`config.mk`:
```
export PLATFORM = sky130hd
export DESIGN_NAME = fft_sequencer
export DESIGN_NICKNAME = d
export VERILOG_FILES = /design/src/rtl/fft_pkg.sv /design/src/rtl/fft_bitrev_addr.sv /design/src/rtl/fft_sequencer.sv
export SDC_FILE = /design/constraint.sdc
export NUM_CORES = 1
export LEC_CHECK = 0
export CAP_MARGIN = 20
export CORE_MARGIN = 5
export CORE_UTILIZATION = 45
export CTS_CLUSTER_DIAMETER = 30
export DETAILED_ROUTE_END_ITERATION = 8
export PLACE_DENSITY = 0.84
export SLEW_MARGIN = 20
export SYNTH_ARGS = -nofsm -noshare
export SYNTH_HDL_FRONTEND = slang
export SYNTH_SLANG_ARGS = --single-unit
```
`constraint.sdc`:
```
create_clock -name clk -period 2 [get_ports clk]
set_input_delay 0.4 -clock clk [delete_from_list [all_inputs] [get_ports clk]]
set_output_delay 0.4 -clock clk [all_outputs]
set_load 0.005 [all_outputs]
```
`src/rtl/fft_pkg.sv`:
```
// Shared FFT sequencer types: state encoding and bit-reverse helper.
package fft_pkg;

    typedef enum logic [2:0] {
        S_IDLE,
        S_LOAD,
        S_ARM,
        S_RUN,
        S_UNLOAD,
        S_DONE
    } state_t;

    localparam int MAX_BITS = 8;

    // Reverses the low n bits of v; bits above n come back as zero.
    function automatic logic [MAX_BITS-1:0] bitrev(
        input logic [MAX_BITS-1:0] v,
        input int                  n
    );
        logic [MAX_BITS-1:0] r;
        logic [MAX_BITS-1:0] t;
        r = '0;
        t = v;
        for (int i = 0; i < MAX_BITS; i++) begin
            if (i < n) begin
                r = {r[MAX_BITS-2:0], t[0]};
                t = t >> 1;
            end
        end
        return r;
    endfunction

endpackage

```
`src/rtl/fft_bitrev_addr.sv`:
```
// Load address generator: sample count to bit-reversed bank/word address.
module fft_bitrev_addr
    import fft_pkg::*;
#(
    parameter int NUMSTAGES = 5
) (
    input  logic [NUMSTAGES-1:0] count,
    output logic [1:0]           bank,
    output logic [NUMSTAGES-3:0] addr
);

    logic [NUMSTAGES-1:0] rev;

    assign rev  = NUMSTAGES'(bitrev(MAX_BITS'(count), NUMSTAGES));
    assign bank = rev[1:0];
    assign addr = rev[NUMSTAGES-1:2];

endmodule

```
`src/rtl/fft_sequencer.sv`:
```
// Frame sequencer for a radix-2 FFT: load, per-stage run, natural-order unload.
module fft_sequencer
    import fft_pkg::*;
#(
    parameter int NUMSTAGES  = 5,
    parameter int NUMSAMPLES = 32,
    parameter int WORDSIZE   = 16
) (
    input  logic                 clk,
    input  logic                 rst,
    input  logic                 start,
    input  logic                 in_valid,
    output logic                 in_ready,
    input  logic [WORDSIZE-1:0]  in_data,
    output logic [3:0]           wr_we,
    output logic [NUMSTAGES-3:0] wr_addr,
    output logic [WORDSIZE-1:0]  wr_data,
    output logic                 ld_data_r,
    output logic                 en_r,
    output logic [2:0]           stage_num_r,
    input  logic                 stage_done,
    output logic                 out_valid,
    input  logic                 out_ready,
    output logic [1:0]           rd_bank,
    output logic [NUMSTAGES-3:0] rd_addr,
    output logic                 frame_done
);

    localparam logic [NUMSTAGES-1:0] LAST_K = NUMSTAGES'(NUMSAMPLES - 1);
    localparam logic [2:0]           LAST_S = 3'(NUMSTAGES - 1);

    state_t               state;
    state_t               state_n;
    logic [NUMSTAGES-1:0] cnt;
    logic [NUMSTAGES-1:0] j;
    logic [1:0]           ld_bank;
    logic [NUMSTAGES-3:0] ld_addr;
    logic                 accept;

    fft_bitrev_addr #(
        .NUMSTAGES(NUMSTAGES)
    ) u_addr (
        .count(cnt),
        .bank (ld_bank),
        .addr (ld_addr)
    );

    assign accept  = in_valid & in_ready;
    assign rd_bank = j[1:0];
    assign rd_addr = j[NUMSTAGES-1:2];

    always_ff @(posedge clk or posedge rst) begin
        if (rst) state <= S_IDLE;
        else     state <= state_n;
    end

    always_comb begin
        state_n    = state;
        in_ready   = 1'b0;
        out_valid  = 1'b0;
        frame_done = 1'b0;
        unique case (state)
            S_IDLE: if (start) state_n = S_LOAD;
            S_LOAD: begin
                in_ready = 1'b1;
                if (in_valid && cnt == LAST_K) state_n = S_ARM;
            end
            S_ARM:  state_n = S_RUN;
            S_RUN: begin
                if (stage_done)
                    state_n = (stage_num_r == LAST_S) ? S_UNLOAD : S_ARM;
            end
            S_UNLOAD: begin
                out_valid = 1'b1;
                if (out_ready && j == LAST_K) state_n = S_DONE;
            end
            S_DONE: begin
                frame_done = 1'b1;
                state_n    = S_IDLE;
            end
            default: state_n = S_IDLE;
        endcase
    end

    always_ff @(posedge clk or posedge rst) begin
        if (rst) begin
            cnt         <= '0;
            j           <= '0;
            wr_we       <= '0;
            wr_addr     <= '0;
            wr_data     <= '0;
            ld_data_r   <= 1'b0;
            en_r        <= 1'b0;
            stage_num_r <= '0;
        end else begin
            wr_we <= '0;
            en_r  <= (state_n == S_RUN);
            if (state == S_IDLE && start) cnt <= '0;
            // Write strobe lags acceptance by one cycle.
            if (accept) begin
                cnt     <= cnt + 1'b1;
                wr_we   <= 4'b0001 << ld_bank;
                wr_addr <= ld_addr;
                wr_data <= in_data;
            end
            if (accept && cnt == LAST_K) begin
                ld_data_r   <= 1'b1;
                stage_num_r <= '0;
            end
            if (state == S_RUN && stage_done && stage_num_r != LAST_S)
                stage_num_r <= stage_num_r + 3'd1;
            if (out_valid && out_ready)
                j <= (j == LAST_K) ? '0 : j + 1'b1;
            if (state == S_DONE) begin
                ld_data_r   <= 1'b0;
                stage_num_r <= '0;
            end
        end
    end

endmodule

```
Word-level counts from Yosys, hierarchy flattened --
Cells that the tools add are included.
Storage, ports and cells: bits in registers 41, input port bits 22, output and inout bits 36, word-level logic and storage cells 53
Operators by class: add/sub/neg operators 3, equality and inequality tests 10, shifts and indexed selects 1, multiplexer cells 18, bitwise gates (word level) 1, reduce and logical (&&, ||, !) cells 11
Operators with widths (count):
- 2-to-1 mux 3 bit | 8
- 2-to-1 mux 5 bit | 3
- case mux 3 bit (5 select lines) | 1
- adder 5 x 1 -> 5 bit (second input constant) | 2
- == test 5 bit (second input constant) | 2
- == test 3 x 2 -> 1 bit (second input constant) | 3
- == test 3 bit (second input constant) | 3
- logical AND 1 bit | 7
- 2-to-1 mux 1 bit | 5
- 2-to-1 mux 4 bit | 1
- nonzero test 2 bit | 2
- left shift 1 x 2 -> 4 bit (first input constant) | 1
- adder 3 x 1 -> 3 bit (second input constant) | 1
- == test 3 x 1 -> 1 bit (second input constant) | 1
- zero test 3 bit | 1
- inequality test 3 bit (second input constant) | 1
- nonzero test 3 bit | 1
- AND 1 bit | 1

Depth between registers and ports, before layout --
Gate-level depths: netlist of run 1.
depth after elaboration 7, gate-level depth with buffers 6, gate-level depth less buffers 6

Hierarchy --
Synthesis of run 1 repeated with hierarchy kept, for this count alone.
Unflattened totals: cell total of the unflattened synthesis 144, area, all modules 1848.0 um^2
By module, submodules not included:
- fft_sequencer | times used 1, cells each 139, area an instance 1810.5 um^2, sequential area each 1026.0 um^2
- fft_bitrev_addr | times used 1, cells each 5, area an instance 37.5 um^2, sequential area each 0.0 um^2

Least setup slack after synthesis of run 1 --
No wires, ideal clock.
path kind reg2reg, from register j[0], to register j[3], setup time 68 ps, arrival 1553 ps, data required time 1932 ps, setup slack 379 ps, cell stages (with the launch flop) 6, path through dfrtp_1 > ha_1 > and3_1 > ha_1 > or4_1 > nand3_1
On the way: longest elaborated chain between the ends 2, elaborated cells between the ends (all ways) 3
RTL lines:
- start: declaration | line fft_sequencer.sv:35 | logic [NUMSTAGES-1:0] j;
- start signal: assignment | line fft_sequencer.sv:113 | j <= (j == LAST_K) ? '0 : j + 1'b1;
- adder 5 x 1 -> 5 bit or == test 5 bit (tied branches) | line fft_sequencer.sv:113
- 2-to-1 mux 5 bit * | line fft_sequencer.sv:113
Mark *: on every way between the ends. The rest lies on a longest branch, timed or not. A chain may end at the register's enable or synchronous reset.

Final worst setup path of run 1 --
from register state[2], to output port in_ready
On the way: longest elaborated chain between the ends 2
RTL lines:
- start: declaration | line fft_sequencer.sv:32 | state_t state;
- start signal: assignment | line fft_sequencer.sv:54 | else state <= state_n;
- == test 3 x 1 -> 1 bit | line fft_sequencer.sv:62 | unique case (state)
- 2-to-1 mux 1 bit | line fft_sequencer.sv:62
- end: declaration | line fft_sequencer.sv:13 | output logic in_ready,
No other way between the ends.

==> results of run 1 <==
[kinds of logic after synthesis]
kind of cell | count (synthesis)
compound gates | 19
xor+xnor | 1
fa+ha+maj | 6
buf+inv | 12
flops | 41
mux | 22
simple gates | 45
[worst max-delay path by stage]
| stage | to | from |
|---|---|---|
| final | in_ready | state[2] |
| after CTS | out_valid | state[2] |
| after floorplan | j[3] | j[0] |
| after global placement | wr_data[15] | in_valid |
| after global routing | in_ready | state[2] |
| after detailed placement | wr_data[1] | in_valid |
[sequential cells by signal (all words and copies together), names as in the netlist]
register / count
wr_we: 4
ld_data_r: 1
state: 3
j: 5
cnt: 5
wr_data: 16
en_r: 1
wr_addr: 3
stage_num_r: 3
[cell usage after synthesis, types with 2 or more instances]
library cell  number
nor3_1             4
dfrtp_1           41
o21ai_0            4
buf_4              2
mux2_2            19
nor2_1             7
inv_1              6
mux2i_1            2
a31oi_1            2
and3_1             3
buf_6              3
a22o_1             4
nand3_1            7
nand2_1           12
a21oi_1            2
ha_1               6
[per-layer routing]
metal  up-vias  track usage, %
li1        660               -
met1       649           20.10
met2        55           23.23
met3         6           5.270
met4         0           5.835
met5         -               0
[worst max-delay path, cell delays in order, from the launching register on]
cell and delay, ps:
dfrtp_1 420, nor3b_2 280, clkdlybuf4s50_1 560
[metrics by stage]
step	setup TNS, ps	cell area, um2	std cells	setup WS (ps)
after floorplan	0	1843	146	378.8
after global placement	0	2472	252	138.0
after detailed placement	0	2472	252	86.78
after CTS	-1.794	2589	262	-1.794
after global routing	-16.14	2616	264	-16.14
final	0	2616	264	52.41
[timing repair]
action | CTS | global route
resized for setup | 0 | 5
pin swaps | 0 | 0
buffers inserted | 2 | 2
hold buffers | 0 | 0
setup endpoints to repair | 2 | 3
[area by class of cell]
class | count | area (um2) | area share, %
Timing Repair Buffer | 66 | 655.6 | 25.06
Tap cell | 50 | 62.56 | 2.391
Sequential cell | 41 | 1028 | 39.31
Clock inverter | 1 | 5.005 | 0.1913
Inverter | 6 | 22.52 | 0.8608
Clock buffer | 7 | 96.34 | 3.682
Multi-Input combinational cell | 93 | 745.7 | 28.50
[where the power goes]
group          leakage [nW]  switching (mW)  total, mW  internal (mW)
clock                0.0542           0.270      0.582          0.312
combinational         0.678           0.322      0.977          0.655
sequential            0.495           0.182       1.26           1.08
==> impl_metrics.tcl, run 1 <==
set metrics [dict create \
    grt_overflow 0 \
    syn-num-nets 174 \
    drc 0 \
    fin_skew_ps 5.242 \
    synth-seq-cells 41 \
    nFillCells 318 \
    worstPathRequired_ps 1600 \
    htreeDepth 2 \
    vias 1370 \
    holdPathEnd "ld_data_r" \
    place_congestion 0.8445 \
    clkLatencyLatePin_ps 290 \
    clock_sinks 41 \
    wl_met1_um 1745 \
    ioPinCount 58 \
    via_per_inst 5.189 \
    areaGrowthSynthToFinish_pct 41.96 \
    fin_crit_ps 1948 \
    crit_fanout 4 \
    grt_pass1_vias 1361 \
    synth_top_family_by_area "simple AND/OR/NAND/NOR gates" \
    async_flop_share_pct 100.0 \
    rows 23 \
    startpoint_type "flop" \
    synth_compound_area_share_pct 7.671 \
    crit_arrival_ps 1550 \
    antenna_found_initial 0 \
    die_height_um 74.00 \
    clkTransAtPathRegs_ps 70 \
    cts_made_buffers 5 \
    nNetsFinal 241 \
    status "finished clean" \
    initial_core_util_pct 46.41 \
    layout-drive-gt1-share_pct 20.09 \
    synth.distinct_cells 38 \
    grt_max_degree 42 \
    min_path_cells 1 \
    core-area_mm2 0.003971 \
    dpl.hpwl_um 2944 \
    ys.flop_type "dfrtp_1" \
    dr_wl_met2_um 1798 \
    synth_cells 146 \
    reg2reg_depth 6 \
    dr_wl_met3_um 359 \
    synth.avg_cell_area_um2 12.62 \
    drt_iter0_markers 52 \
    syn_area_mm2 0.001843 \
    yosys.area_share.simple_pct 14.66 \
    grt_first_pass_wirelength_um 6313 \
    r2r-end "en_r" \
    yosys-top-cells-area "dfrtp_1 56%, mux2_2 12%, ha_1 4.1%" \
    synthAdderAreaFrac_pct 4.073 \
    synthMuxAreaShare_pct 13.31 \
    clock_path_buffers 2 \
    rsz0062_at_grt "yes" \
    synth_top_area_share_pct 55.67 \
    leakagePower_nw 1.227 \
    cts_tree "yes" \
    final_common_cell "clkdlybuf4s50_1" \
    yosysTopAreaCell "dfrtp_1" \
    pwr_density_cell_mw_per_mm2 1079 \
    synth-warning-count 0 \
    worst_slew_pin_slew_ps 502.8 \
    fmax_mhz 513.5 \
    dr.pass1.iters 4 \
    mostFrequentLayoutCells "55 x clkdlybuf4s50_1, 39 x dfrtp_1, 19 x mux2_2, 12 x nand2_1, 8 x buf_4" \
    drv_slew 0 \
    max-cap-violations 0 \
    r2r-start "cnt[0]" \
    total_power_mw 2.823 \
    top_layer "met4" \
    seq_area_frac_synth_pct 55.67 \
    cts-root-buf "clkbuf_8" \
    wirelength_um 3965 \
    synthXorXnorAreaFrac_pct 0.4752 \
    diodes 0 \
    grt_usage_pct 15.24 \
    maxSlewHeadroom_pct 66.48 \
    ant_nets 0 \
    hold_ws_ps 503.1 \
    setup_violations 0 \
    io_buffers 57 \
    die_x_um 74.00 \
    synth-edff-count 0 \
    wl_per_cell_um 15.02 \
    rrSetupSlack_ps 270 \
    end_kind "primary output" \
    vdd_drop_max_uv 661.3 \
    post-route-util_pct 65.88 \
    finalHoldViolCount 0 \
    path_class "reg2out" \
    hp-class "reg2reg" \
    min-delay-start "ld_data_r" \
    die_area_mm2 0.005475 \
    finalCritPeriodShare_pct 97.38 \
]
Power figures use the tool's default switching activity.
==> inputs of run 2 (changes only) <==
--- a/config.mk
+++ b/config.mk
@@ -6,11 +6,13 @@
 export NUM_CORES = 1
 export LEC_CHECK = 0
 export CAP_MARGIN = 20
+export CORE_ASPECT_RATIO = 0.5
 export CORE_MARGIN = 5
 export CORE_UTILIZATION = 45
 export CTS_CLUSTER_DIAMETER = 30
 export DETAILED_ROUTE_END_ITERATION = 8
 export PLACE_DENSITY = 0.84
+export REMOVE_ABC_BUFFERS = 1
 export SLEW_MARGIN = 20
 export SYNTH_ARGS = -nofsm -noshare
 export SYNTH_HDL_FRONTEND = slang
==> run 2 against run 1 <==
Against the previous run:
- clock skew decreased by 1.6 ps
- cell area increased by 1.0%
- non-clock buffer count decreased by 1
- first-iteration DRC count decreased by 35%
- core utilization increased by 1.5 points
- sequential share of layout area decreased by 0.44 points
- critical path depth unchanged
- fmax increased by 0.39%
- critical endpoint unchanged
- largest cell class unchanged
- largest power group unchanged
- highest routed layer unchanged
==> impl_metrics.tcl, run 2 (synthesis results as in run 1) <==
set metrics [dict create \
    status "finished clean" \
    setup_violations 0 \
    clkTransAtPathRegs_ps 70 \
    wl_per_cell_um 14.71 \
    pre_cts_slack_ps 78.57 \
    wirelength_um 3928 \
    cpPeakStageDelay_ps 550 \
    path_class "reg2out" \
    finalCritPeriodShare_pct 97.00 \
    initial_core_util_pct 46.97 \
    finalNonFillerCells 267 \
    mostFrequentLayoutCells "56 x clkdlybuf4s50_1, 40 x dfrtp_1, 19 x mux2_2, 12 x nand2_1" \
    cts_made_buffers 5 \
    dr.pass1.iters 4 \
    largest_register_ffs 16 \
    areaGrowthSynthToFinish_pct 43.38 \
    grt_usage_pct 15.16 \
    ant_nets 0 \
    crit_fanout 5 \
    total_power_mw 3.021 \
    drv_slew 0 \
    worstPathRequired_ps 1600 \
    fin_ws_ps 60.06 \
    die_x_um 100.5 \
    nNetsFinal 240 \
    slowest_stage "clkdlybuf4s50_1" \
    io_buffers 57 \
    fmax_mhz 515.5 \
    drt_iter0_markers 34 \
    regMostFlops "wr_data" \
    antenna_found_initial 0 \
    core-area_mm2 0.003924 \
    final_common_cell "clkdlybuf4s50_1" \
    fin_skew_ps 3.594 \
    worst_slew_pin_slew_ps 491.3 \
    ioPinCount 58 \
    crit_arrival_ps 1540 \
    crit_buf_inv 1 \
    grt_max_degree 42 \
    layout-drive-gt1-share_pct 19.25 \
    place_congestion 0.8025 \
    clock_path_buffers 2 \
    cts-root-buf "clkbuf_8" \
    clkLatencyLatePin_ps 290 \
    maxSlewHeadroom_pct 67.25 \
    numPlacedInstances 256 \
    end_kind "primary output" \
    post-route-util_pct 67.35 \
    grt_first_pass_wirelength_um 6658 \
    final_area_mm2 0.002643 \
    vdd_drop_max_uv 577.0 \
    path_cells "nor3b_2, clkdlybuf4s50_1" \
    rrSetupSlack_ps 230 \
    via_per_inst 5.075 \
    crit_family "buffers and inverters" \
    pwr_density_cell_mw_per_mm2 1143 \
    max-cap-violations 0 \
    rows 16 \
    grt_overflow 0 \
    die_area_mm2 0.005553 \
    rsz0062_at_grt "yes" \
    drc 0 \
    finalHoldViolCount 0 \
    dpl.hpwl_um 2931 \
    vias 1355 \
    startpoint_type "flop" \
    fin_crit_ps 1940 \
    die_height_um 55.26 \
    htreeDepth 2 \
    diodes 0 \
    leakagePower_nw 1.218 \
    dpl_cell_area_mm2 0.002477 \
    hp-class "reg2reg" \
    cts_tree "yes" \
    grt_pass1_vias 1416 \
    reg.largest.list "wr_data: 16 flops, cnt: 5 flops, j: 5 flops" \
    clock_sinks 41 \
]
run 2: report_power, final:
part | internal (mW) | total (mW) | switching, mW
clock | 0.496 | 0.776 | 0.280
combinational | 0.650 | 0.974 | 0.325
sequential | 1.08 | 1.27 | 0.189
total | 2.23 | 3.02 | 0.794
run 2: area by class of cell:
cell class | instances | area [um2]
fillers | 293 | 1281
multi-input cells | 93 | 745.7
flip-flops and latches | 41 | 1027
clock buffers | 5 | 68.82
repair buffers | 65 | 645.6
well taps | 54 | 67.56
clock inverters | 3 | 65.06
inverters | 6 | 22.52
run 2: repair_timing:
action	4_1_cts	5_1_grt
setup buffers	3	0
pin swaps	0	0
setup endpoints to repair	1	3
hold buffers	0	0
endpoints found under the hold margin	0	0
resized for setup	0	3
run 2: path summary, 6_finish.rpt:
path,start,end,depth (start not counted)
setup / recovery,state[1],in_ready,2
hold / removal,wr_data[15],wr_data[15],1
setup reg to reg,cnt[0],en_r,6
hold reg to reg,wr_data[15],wr_data[15],1
max in group asynchronous,rst,state[1],3
min in group asynchronous,rst,wr_data[2],3
run 2: metal layers:
metal  global-route usage [%]  share of wire [%]
met5                        0                  0
met3                    4.523                5.1
met2                    24.95                 50
met4                    5.566                1.3
met1                    18.89                 44
run 2: metrics by stage:
stage | hold WS, ps | setup TNS [ps]
2_1_floorplan | 479.3 | 0
3_3_place_gp | 470.1 | 0
3_5_place_dp | 479.1 | 0
4_1_cts | 495.9 | 0
5_1_grt | 523.3 | -9.788
6_report | 492.4 | 0
==> inputs of run 3 (changes only) <==
--- a/config.mk
+++ b/config.mk
@@ -7,12 +7,12 @@
 export LEC_CHECK = 0
 export CAP_MARGIN = 20
 export CORE_ASPECT_RATIO = 0.5
-export CORE_MARGIN = 5
 export CORE_UTILIZATION = 45
 export CTS_CLUSTER_DIAMETER = 30
 export DETAILED_ROUTE_END_ITERATION = 8
-export PLACE_DENSITY = 0.84
+export PLACE_DENSITY = 0.86
 export REMOVE_ABC_BUFFERS = 1
+export SKIP_CTS_REPAIR_TIMING = 1
 export SLEW_MARGIN = 20
 export SYNTH_ARGS = -nofsm -noshare
 export SYNTH_HDL_FRONTEND = slang
==> run 3 against run 2 <==
Against the previous run:
- wire length shrank 5.9%
- cell count shrank 0.75%
- fmax grew 0.91%
- cell area shrank 0.99%
- sequential share of layout area grew 0.44 points
- register-to-register slack gained 30 ps
- first-iteration DRC count grew 29%
- non-clock buffer count shrank 2
- largest cell class unchanged
==> impl_metrics.tcl, run 3 (synthesis results as in run 1) <==
set metrics [dict create \
    clock_sinks 41 \
    path_cells "nor3_2, clkdlybuf4s50_1" \
    mostFrequentLayoutCells "55 x clkdlybuf4s50_1, 39 x dfrtp_1, 19 x mux2_2, 12 x nand2_1" \
    dpl.hpwl_um 2607 \
    areaGrowthSynthToFinish_pct 41.96 \
    pwr_density_cell_mw_per_mm2 1112 \
    vdd_drop_max_uv 520.8 \
    vias 1349 \
    clkLatencyLatePin_ps 290 \
    grt.busiest_layer "met2" \
    diodes 0 \
    final_common_cell "clkdlybuf4s50_1" \
    hp-class "reg2reg" \
    cpPeakStageDelay_ps 530 \
    clkTransAtPathRegs_ps 90 \
    drv_slew 0 \
    startpoint_type "flop" \
    leakagePower_nw 1.198 \
    nFillCells 298 \
    dpl_cell_area_mm2 0.002462 \
    worstPathRequired_ps 1600 \
    finalHoldViolCount 0 \
    slowest_stage "clkdlybuf4s50_1" \
    htreeDepth 2 \
    fin_skew_ps 11.98 \
    grt_overflow 0 \
    die_height_um 47.26 \
    rsz0062_at_grt "no" \
    nNetsFinal 238 \
    crit_fanout 10 \
    layout-drive-gt1-share_pct 18.96 \
    grt_first_pass_wirelength_um 5664 \
    finalCritPeriodShare_pct 96.12 \
    rows 16 \
    setup_violations 0 \
    fmax_mhz 520.2 \
    place_congestion 0.7764 \
    worst_slew_pin_slew_ps 514.8 \
    grt_max_degree 42 \
    initial_core_util_pct 47.21 \
    crit_family "buffers and inverters" \
    wl_per_cell_um 13.95 \
    path_class "reg2out" \
    wirelength_um 3697 \
    final_area_mm2 0.002616 \
    grt_pass1_vias 1134 \
    largest_register_ffs 16 \
    drc 0 \
    die_x_um 92.51 \
    core-area_mm2 0.003904 \
    io_buffers 57 \
    total_power_mw 2.909 \
    via_per_inst 5.091 \
    crit_buf_inv 1 \
    timing.setup.tns_ps 0 \
    hold_ws_ps 490.6 \
    ant_nets 0 \
    drt_iter0_markers 44 \
    crit_arrival_ps 1520 \
    dr.pass1.iters 4 \
    cts-root-buf "clkbuf_8" \
    cts_tree "yes" \
    cts_made_buffers 5 \
    status "finished clean" \
    ioPinCount 58 \
    regMostFlops "wr_data" \
    reg.largest.list "wr_data: 16 flops, cnt: 5 flops, j: 5 flops" \
    end_kind "primary output" \
    fin_crit_ps 1922 \
    max-cap-violations 0 \
    rrSetupSlack_ps 260 \
    die_area_mm2 0.004371 \
    antenna_found_initial 0 \
    maxSlewHeadroom_pct 65.68 \
    clock_path_buffers 2 \
    use_met2_pct 27.26 \
    grt_usage_pct 17.27 \
    grtUsageMet1_pct 23.70 \
    grtUsageMet3_pct 4.369 \
]
## run 3: power by group
group	switching, mW	internal, mW
combinational	0.315	0.646
sequential	0.197	1.08
clock	0.296	0.374
## run 3: final timing paths
path | end | start | cells past startpoint
max | out_valid | state[0] | 2
min | wr_data[15] | wr_data[15] | 1
max reg2reg | en_r | cnt[0] | 6
min reg2reg | wr_data[15] | wr_data[15] | 1
max in group asynchronous | state[1] | rst | 3
min in group asynchronous | wr_we[3] | rst | 3
## run 3: area by class of cell
type	count	area [um2]	area share (%)
Sequential cell	41	1028	39.31
Multi-Input combinational cell	93	752.0	28.74
Timing Repair Buffer	63	630.6	24.10
Clock buffer	5	68.82	2.630
Tap cell	54	67.56	2.582
Clock inverter	3	46.29	1.769
Inverter	6	22.52	0.8608
## run 3: through the flow
| step | worst slack, ps | util (%) | cells |
|---|---|---|---|
| 2_1_floorplan | 167.5 | - | 140 |
| 3_3_place_gp | 126.6 | 63.08 | 254 |
| 3_5_place_dp | 88.57 | 63.08 | 254 |
| 4_1_cts | -131.4 | 66.03 | 262 |
| 5_1_grt | 42.27 | 67.02 | 265 |
| 6_report | 77.63 | 67.02 | 265 |
## run 3: worst reg2reg max path: cells and delay by family (launching register included)
| kind | cells | cell delay, ps |
|---|---|---|
| fa+ha+maj | 2 | 470 |
| compound gates | 2 | 430 |
| flops | 1 | 430 |
| simple gates | 2 | 300 |
## run 3: layer usage
metal / up-vias / part of all wire (%)
li1: 656 / -
met1: 653 / 46
met2: 36 / 49
met4: 0 / 0.81
met3: 4 / 3.8
met5: - / 0
